File: config.mk
export PLATFORM = sky130hd
export DESIGN_NAME = action_executor
export DESIGN_NICKNAME = d
export VERILOG_FILES = /design/src/rtl/action_executor_pkg.sv /design/src/rtl/action_executor.sv
export SDC_FILE = /design/constraint.sdc
export NUM_CORES = 1
export LEC_CHECK = 0
export BUFFER_PORTS_ARGS = -buffer_cell sky130_fd_sc_hd__buf_2
export CORE_AREA = 2 2 565 567
export DETAILED_ROUTE_END_ITERATION = 16
export DIE_AREA = 0 0 567 569
export SLEW_MARGIN = 25
export SYNTH_ARGS = -nofsm -noshare
export SYNTH_HDL_FRONTEND = slang
export SYNTH_SLANG_ARGS = --single-unit
File: constraint.sdc
create_clock -name clk -period 4.5 [get_ports clk]
set_clock_uncertainty 0.05 [all_clocks]
set_input_delay 0.45 -clock clk [delete_from_list [all_inputs] [get_ports clk]]
set_output_delay 0.45 -clock clk [all_outputs]
set_load 0.02 [all_outputs]
File: src/rtl/action_executor_pkg.sv
// Shared types and bus geometry for the action executor and the control-plane loader.
package action_executor_pkg;

  localparam int unsigned BYTE_BUS    = 8;
  localparam int unsigned MAX_VAL_LEN = 16;
  localparam int unsigned HDR_MAX_LEN = 64;
  localparam int unsigned DATA_BUS    = 16;
  localparam int unsigned NUM_HEADERS = 16;

  typedef enum logic [1:0] {
    FREE  = 2'd0,
    WRITE = 2'd1,
    DONE  = 2'd2
  } exec_state_e;

  typedef struct packed {
    logic [3:0] hdr_id;
    logic [5:0] off;
    logic [5:0] len;
    logic       miss_drop;
  } act_cfg_t;

  function automatic logic [5:0] clamp_len(input logic [5:0] len, input int unsigned max_len);
    if (32'(len) > max_len) return 6'(max_len);
    return len;
  endfunction

endpackage

File: src/rtl/action_executor.sv
// Writes matcher value bytes into a configured header field, one byte per cycle.
// Optional hit/miss statistics outputs under ACTION_EXECUTOR_STATS_EN.
module action_executor
  import action_executor_pkg::*;
#(
  parameter int unsigned ACT_MAX_LEN = MAX_VAL_LEN
) (
  input  logic                                     clk,
  input  logic                                     rst,
  input  logic                                     start_i,
  input  logic                                     is_match_i,
  input  logic [MAX_VAL_LEN-1:0][BYTE_BUS-1:0]     flow_val_i,
  input  logic [HDR_MAX_LEN-1:0][BYTE_BUS-1:0]     pkt_hdr_i,
  input  logic [NUM_HEADERS-1:0][DATA_BUS-1:0]     parsed_hdrs_i,
  input  logic                                     mod_start_i,
  input  logic [3:0]                               mod_act_hdr_id_i,
  input  logic [5:0]                               mod_act_off_i,
  input  logic [5:0]                               mod_act_len_i,
  input  logic                                     mod_miss_drop_i,
  output logic                                     ready_o,
  output logic                                     drop_o,
  output logic [HDR_MAX_LEN-1:0][BYTE_BUS-1:0]     pkt_hdr_o
`ifdef ACTION_EXECUTOR_STATS_EN
  ,
  output logic [31:0]                              hit_cnt_o,
  output logic [31:0]                              miss_cnt_o
`endif
);

  localparam int unsigned AW = DATA_BUS + 1;

  exec_state_e                              state_q, state_d;
  act_cfg_t                                 cfg_q, cfg_d;
  logic                                     match_q, match_d;
  logic [MAX_VAL_LEN-1:0][BYTE_BUS-1:0]     val_q, val_d;
  logic [DATA_BUS-1:0]                      base_q, base_d;
  logic [5:0]                               cnt_q, cnt_d;
  logic                                     ready_q, ready_d;
  logic                                     drop_q, drop_d;
  logic [HDR_MAX_LEN-1:0][BYTE_BUS-1:0]     hdr_q, hdr_d;

  logic [AW-1:0]                            wr_addr;
  logic [BYTE_BUS-1:0]                      wr_byte;

  // One extra bit keeps base+cnt from wrapping back into the header range.
  assign wr_addr = {1'b0, base_q} + AW'(cnt_q);

  always_ff @(posedge clk) begin
    if (rst) state_q <= FREE;
    else     state_q <= state_d;
  end

  always_comb begin
    state_d = state_q;
    unique case (state_q)
      FREE:    if (!mod_start_i && start_i) state_d = WRITE;
      WRITE:   if (!match_q || cnt_q == cfg_q.len) state_d = DONE;
      DONE:    if (!start_i) state_d = FREE;
      default: state_d = FREE;
    endcase
  end

  always_comb begin
    cfg_d   = cfg_q;
    match_d = match_q;
    val_d   = val_q;
    base_d  = base_q;
    cnt_d   = cnt_q;
    ready_d = ready_q;
    drop_d  = drop_q;
    hdr_d   = hdr_q;
    wr_byte = '0;
    for (int unsigned i = 0; i < MAX_VAL_LEN; i++) begin
      if (6'(i) == cnt_q) wr_byte = val_q[i];
    end
    case (state_q)
      FREE: begin
        if (mod_start_i) begin
          cfg_d.hdr_id    = mod_act_hdr_id_i;
          cfg_d.off       = mod_act_off_i;
          cfg_d.len       = clamp_len(mod_act_len_i, ACT_MAX_LEN);
          cfg_d.miss_drop = mod_miss_drop_i;
        end else if (start_i) begin
          ready_d = 1'b0;
          drop_d  = 1'b0;
          hdr_d   = pkt_hdr_i;
          match_d = is_match_i;
          val_d   = flow_val_i;
          base_d  = parsed_hdrs_i[cfg_q.hdr_id] + DATA_BUS'(cfg_q.off);
          cnt_d   = '0;
        end
      end
      WRITE: begin
        if (!match_q) begin
          drop_d  = cfg_q.miss_drop;
          ready_d = 1'b1;
        end else if (cnt_q == cfg_q.len) begin
          ready_d = 1'b1;
        end else begin
          for (int unsigned i = 0; i < HDR_MAX_LEN; i++) begin
            if (wr_addr == AW'(i)) hdr_d[i] = wr_byte;
          end
          cnt_d = cnt_q + 6'd1;
        end
      end
      default: ;
    endcase
  end

  always_ff @(posedge clk) begin
    if (rst) begin
      cfg_q   <= '0;
      match_q <= 1'b0;
      val_q   <= '0;
      base_q  <= '0;
      cnt_q   <= '0;
      ready_q <= 1'b0;
      drop_q  <= 1'b0;
      hdr_q   <= '0;
    end else begin
      cfg_q   <= cfg_d;
      match_q <= match_d;
      val_q   <= val_d;
      base_q  <= base_d;
      cnt_q   <= cnt_d;
      ready_q <= ready_d;
      drop_q  <= drop_d;
      hdr_q   <= hdr_d;
    end
  end

  assign ready_o   = ready_q;
  assign drop_o    = drop_q;
  assign pkt_hdr_o = hdr_q;

`ifdef ACTION_EXECUTOR_STATS_EN
  logic [31:0] hit_q, miss_q;

  // cnt is still zero only on the first WRITE cycle of each packet.
  always_ff @(posedge clk) begin
    if (rst || (state_q == FREE && mod_start_i)) begin
      hit_q  <= '0;
      miss_q <= '0;
    end else if (state_q == WRITE && cnt_q == '0) begin
      if (match_q && hit_q != '1)   hit_q  <= hit_q + 32'd1;
      if (!match_q && miss_q != '1) miss_q <= miss_q + 32'd1;
    end
  end

  assign hit_cnt_o  = hit_q;
  assign miss_cnt_o = miss_q;
`endif

endmodule

==> flow_summary.toml, run 1 <==
[outcome]
status = "completed"

[final_layout]
syn_to_final_growth_pct = 64.6
final_nets = 6929
stdcell_count = 10370
fin_util_pct = 18.3
drive_above_1_share_pct = 34.4

[floorplan]
boundaryPins = 1432
die-area_um2 = 323000
die_x_um = 567
die_h_um = 569
core_area_um2 = 317000
rows = 207
initial_core_util_pct = 11.1

[worst_setup_path]
cp_top_family = "compound AO/OA/AOI/OAI gates"
worst_path_largest_cell_delay_ps = 710
path_class = "reg -> reg"
crit_path_end_kind = "flip-flop"
cp.required_ps = 5120
path_cells = "buf_4, inv_1, ha_1, a21oi_1, nor2_1, a311o_1, a2111oi_0, buf_4, o21ai_4, buf_12, buf_4, o211ai_1, o21ai_0"
arrival_ps = 4820
cp_slowest_cell = "a2111oi_0"
cp-start-kind = "flip-flop"
crit_top_cell = "buf_4"
crit_buf_inv = 5
critical_path_peak_fanout = 20

[clock_network]
root_buffer = "clkbuf_16"
clock_latency_ps = 820
cts.reportedPaths.clkPinSlew_ps = 70
cts.sinks = 684
cts_made_buffers = 97
cts_tree = "done"
ctsLongestPathBuffers = 4
h-tree-depth = 3
cts_setup_buffers = 0

[logic_synthesis]
synth_top_area_share_pct = 38.9
ys_warn_count = 0
ys_top_cells_by_count = "795 x nand2_1, 684 x dfxtp_1, 388 x a21oi_1"
synthCells = 4007
synth_cell_type_count = 95
synth.avg_cell_area_um2 = 8.79
yosysMostFrequentCell = "nand2_1"
synth_flop_cell = "dfxtp_1"
syn-num-nets = 4943
synth_edf_count = 0
synth.area.top_cells = "dfxtp_1 39%, nand2_1 8.5%, mux2i_1 5.8%"
syn_area_um2 = 35200
yosysSeqAreaShare_pct = 38.9
async_reset_ff_share_pct = 0
ys_ff_latch = 684
synth_top_area_cell = "dfxtp_1"

[power_and_ir_drop]
ir_worst_vdd_mv = 0.285
power_leakage_nw = 24.9
powerDensity_nw_per_um2 = 338

[routing]
drt_wl_total_um = 321000
vias = 42915
dr.pass1.iters = 8
drc_errors = 0
routedWlPerCell_um = 31.0
drt_iter0_drc = 3330
avgViaCountPerCell = 4.14
antenna_left = 0

[sta]
worst_slew_pin_slew_ps = 1050
whs_ps = 36.8
timing.final.crit_share_pct = 93.2
rsz0062_at_grt = "false"
setup_viol = 0
fmax_mhz = 238
final_max_slew_viol_count = 0
hold_viol_final = 0
slew_headroom_pct = 30.3
fin_crit_ps = 4190
worst_slack_ps = 307
tns_ps = 0

[worst_hold_path]
min_path_type = "in -> reg"

[place]
port_buffers = 1431
dp_hpwl_um = 264000
place_ws_ps = 354
dp.cells = 9455
gp_congestion = 0.976

[grt]
grt_max_degree = 162
grt_pass1_wl_um = 411000
grt_pass1_vias = 41808
grt.overflow.total = 0
antenna_found_initial = 228
grt_use_total_pct = 19.1

[job]
drv_cap = 0
[state kept, by name, indices dropped and copies added, names as in the netlist]
name and flops:
cnt_q 6, state_q 2, drop_o 1, base_q 16, match_q 1, ready_o 1, pkt_hdr_o 512, val_q 128
cfg_q 17
[per-stage QoR]
stage                     cell area [µm²]  total power [mW]
after detailed placement            48200              10.9
after global routing                57800              20.3
after global placement              48200              10.9
final                               58000              19.6
after floorplan                     35200              8.79
after CTS                           57600              19.9
[cell usage in the layout (no fill, tap or decap), types with 12 or more instances in the layout]
master	count
or2_1	25
buf_2	1430
nor2_1	147
xnor2_1	15
o211ai_1	78
or4_1	33
ha_1	16
o21bai_1	197
or2_2	49
nand3_1	20
inv_1	13
o31ai_2	19
clkinv_2	13
o21ai_0	89
mux4_2	67
clkbuf_16	97
mux2i_1	205
and3_1	14
a211oi_1	28
inv_6	12
nor2_2	34
nor3_1	45
o31ai_1	208
o22ai_1	19
a31oi_1	103
diode_2	126
buf_4	166
clkbuf_1	12
nand2_1	795
a21oi_1	387
or4b_2	14
dfxtp_1	680
a22oi_1	15
nor4_4	62
a311oi_1	33
or4b_1	52
buf_12	34
dlygate4sd3_1	619
[layer usage]
metal / vias up / track usage (%) / wire length, µm
li1: 18875 / - / -
met3: 733 / 8.83 / 36700
met1: 20796 / 21.6 / 124000
met2: 2383 / 30.3 / 142000
met4: 128 / 8.85 / 17600
met5: - / 0 / 849
[tightest hold or removal path, cell delays in order]
cell      delay (ps)
buf_2            100
o21bai_1         150
mux2i_1          150
[area by class of cell]
class	instances	area [µm²]
tap	4180	5230
multi-input combinational	2945	20100
timing repair buffer	2250	15300
antenna	126	315
inverter	15	63.8
fill	35443	259000
sequential	684	13700
clock inverter	53	682
clock buffer	117	2580
[worst paths after layout]
check	startpoint	end	slack, ps	cells past startpoint
setup / recovery	cnt_q[1]	pkt_hdr_o[505]	310	13
hold / removal	pkt_hdr_i[256]	pkt_hdr_o[256]	40	3
setup reg to reg	cnt_q[1]	pkt_hdr_o[505]	310	13
hold reg to reg	val_q[16]	val_q[16]	400	2
[what timing repair did]
item                                   CTS  global route
endpoints found under the hold margin  614             0
gates resized for setup                  0             0
hold buffers                           619             0
[cell families after synthesis]
kind of cell / synth area share (%)
compound gates: 24.0
xor+xnor: 0.672
fa+ha+maj: 0.682
buf+inv: 4.48
flops: 38.9
mux: 10.2
simple gates: 21.1
[where the power goes]
part / internal, mW / total (mW) / switching [mW] / leakage (nW)
Sequential: 6.45 / 6.72 / 0.266 / 5.60
Combinational: 1.66 / 4.61 / 2.94 / 17.7
Clock: 4.76 / 8.27 / 3.50 / 1.59
Note: power is estimated with default switching activity, not from simulation.
==> run 2: changes to the inputs <==
--- a/config.mk
+++ b/config.mk
@@ -9,7 +9,7 @@
 export CORE_AREA = 2 2 565 567
 export DETAILED_ROUTE_END_ITERATION = 16
 export DIE_AREA = 0 0 567 569
-export SLEW_MARGIN = 25
+export PLACE_DENSITY = 0.36
 export SYNTH_ARGS = -nofsm -noshare
 export SYNTH_HDL_FRONTEND = slang
 export SYNTH_SLANG_ARGS = --single-unit
==> run 2 against run 1 <==
  * Register-to-register slack improved by 40 ps
  * Setup slack improved by 36 ps
  * Wire length down 5.7%
  * Global-route usage decreased by 1.1 points
  * Via count is 2.5% lower
  * Non-clock buffer count shrank 28
  * Design area shrank 0.59%
  * Sequential power about the same
==> flow_summary.toml, run 2 (synthesis gave the netlist of run 1 again) <==
[floorplan]
core_area_um2 = 317000
rows = 207
die_h_um = 569
die-area_um2 = 323000
boundaryPins = 1432
initial_core_util_pct = 11.1
die_x_um = 567

[clock_network]
cts.sinks = 684
cts.reportedPaths.clkPinSlew_ps = 60
cts_tree = "done"
clock_latency_ps = 860
root_buffer = "clkbuf_16"
h-tree-depth = 3
ctsLongestPathBuffers = 4
cts_made_buffers = 98

[sta]
hold_viol_final = 0
slew_headroom_pct = 11.3
fin_crit_ps = 4160
timing.final.crit_share_pct = 92.4
setup_viol = 0
fmax_mhz = 241
final_max_slew_viol_count = 0
rsz0062_at_grt = "false"
tns_ps = 0
worst_slew_pin_slew_ps = 1330

[routing]
avgViaCountPerCell = 4.07
drc_errors = 0
drt_wl_total_um = 303000
drt_iter0_drc = 2780
routedWlPerCell_um = 29.4
dr.pass1.iters = 8
antenna_left = 0
vias = 41853

[power_and_ir_drop]
totalPowerFinal_mw = 19.3
ir_worst_vdd_mv = 0.271
power_leakage_nw = 24.8
powerDensity_nw_per_um2 = 336

[final_layout]
mostFrequentLayoutCells = "1430 x buf_2, 795 x nand2_1, 682 x dfxtp_1"
layout_commonest_cell = "buf_2"
final_nets = 6902
drive_above_1_share_pct = 34.2
syn_to_final_growth_pct = 63.7
stdcell_area_um2 = 57600
largest_reg_flops = 512

[worst_setup_path]
arrival_ps = 4820
crit_path_end_kind = "flip-flop"
critical_path_peak_fanout = 15
cp-start-kind = "flip-flop"
path_class = "reg -> reg"
cp.required_ps = 5160

[place]
port_buffers = 1431
dp_hpwl_um = 246000
gp_congestion = 0.903
place_area_um2 = 48000

[job]
drv_cap = 0

[grt]
grt.overflow.total = 0
grt_use_total_pct = 18.0
grt_max_degree = 168
grt_pass1_vias = 42521
grt_pass1_wl_um = 396000
antenna_found_initial = 172

[outcome]
status = "completed"

[worst_hold_path]
min_path_type = "in -> reg"
[run 2: metal layers]
metal,wire (µm),global-route usage (%),share of wire [%]
met2,142000,30.3,47
met1,129000,22.1,42
met4,12900,6.62,4.3
met3,19200,4.10,6.3
met5,399,0,0.13
[run 2: worst max-delay path, cell delays in order, from the launching register on]
cell and delay [ps]:
dfxtp_4 560, mux4_2 650, mux4_2 560, ha_1 320, a211oi_1 350, o21ai_0 160, o211ai_1 280, o21bai_1 270
nor2_1 90, xnor2_1 550, a21oi_1 140
[run 2: final timing paths]
path,startpoint,end,slack [ps],cells past startpoint
max reg2reg,cfg_q[13],base_q[11],340,10
max,cfg_q[13],base_q[11],340,10
min reg2reg,val_q[23],val_q[23],400,2
min,pkt_hdr_i[94],pkt_hdr_o[94],20,3
[run 2: cell type report]
| class | count | area, µm² |
|---|---|---|
| inverters | 15 | 63.8 |
| diodes | 72 | 180 |
| well taps | 4180 | 5230 |
| clock buffers | 135 | 2820 |
| repair buffers | 2222 | 15100 |
| fillers | 35873 | 259000 |
| multi-input cells | 2945 | 20100 |
| flip-flops and latches | 684 | 13700 |
| clock inverters | 40 | 445 |
[run 2: report_power, final]
part	total, mW	internal (mW)	switching, mW
clock network	8.14	4.74	3.40
registers	6.75	6.45	0.294
logic	4.46	1.65	2.81
[run 2: what timing repair did]
action | CTS | global route
hold buffers | 612 | 1
endpoints found under the setup margin | 0 | 3
endpoints found under the hold margin | 606 | 1
setup buffers | 0 | 1
gates resized for setup | 0 | 2
[run 2: stage by stage]
stage	util, %	hold WS [ps]	instances	worst slack [ps]
floorplan	-	381	4007	450
global placement	15.2	393	9432	67.8
detailed placement	15.2	392	9432	68.6
CTS	18.1	0.369	10219	37.5
global route	18.2	2.73	10260	113
finish	18.2	24.6	10293	343
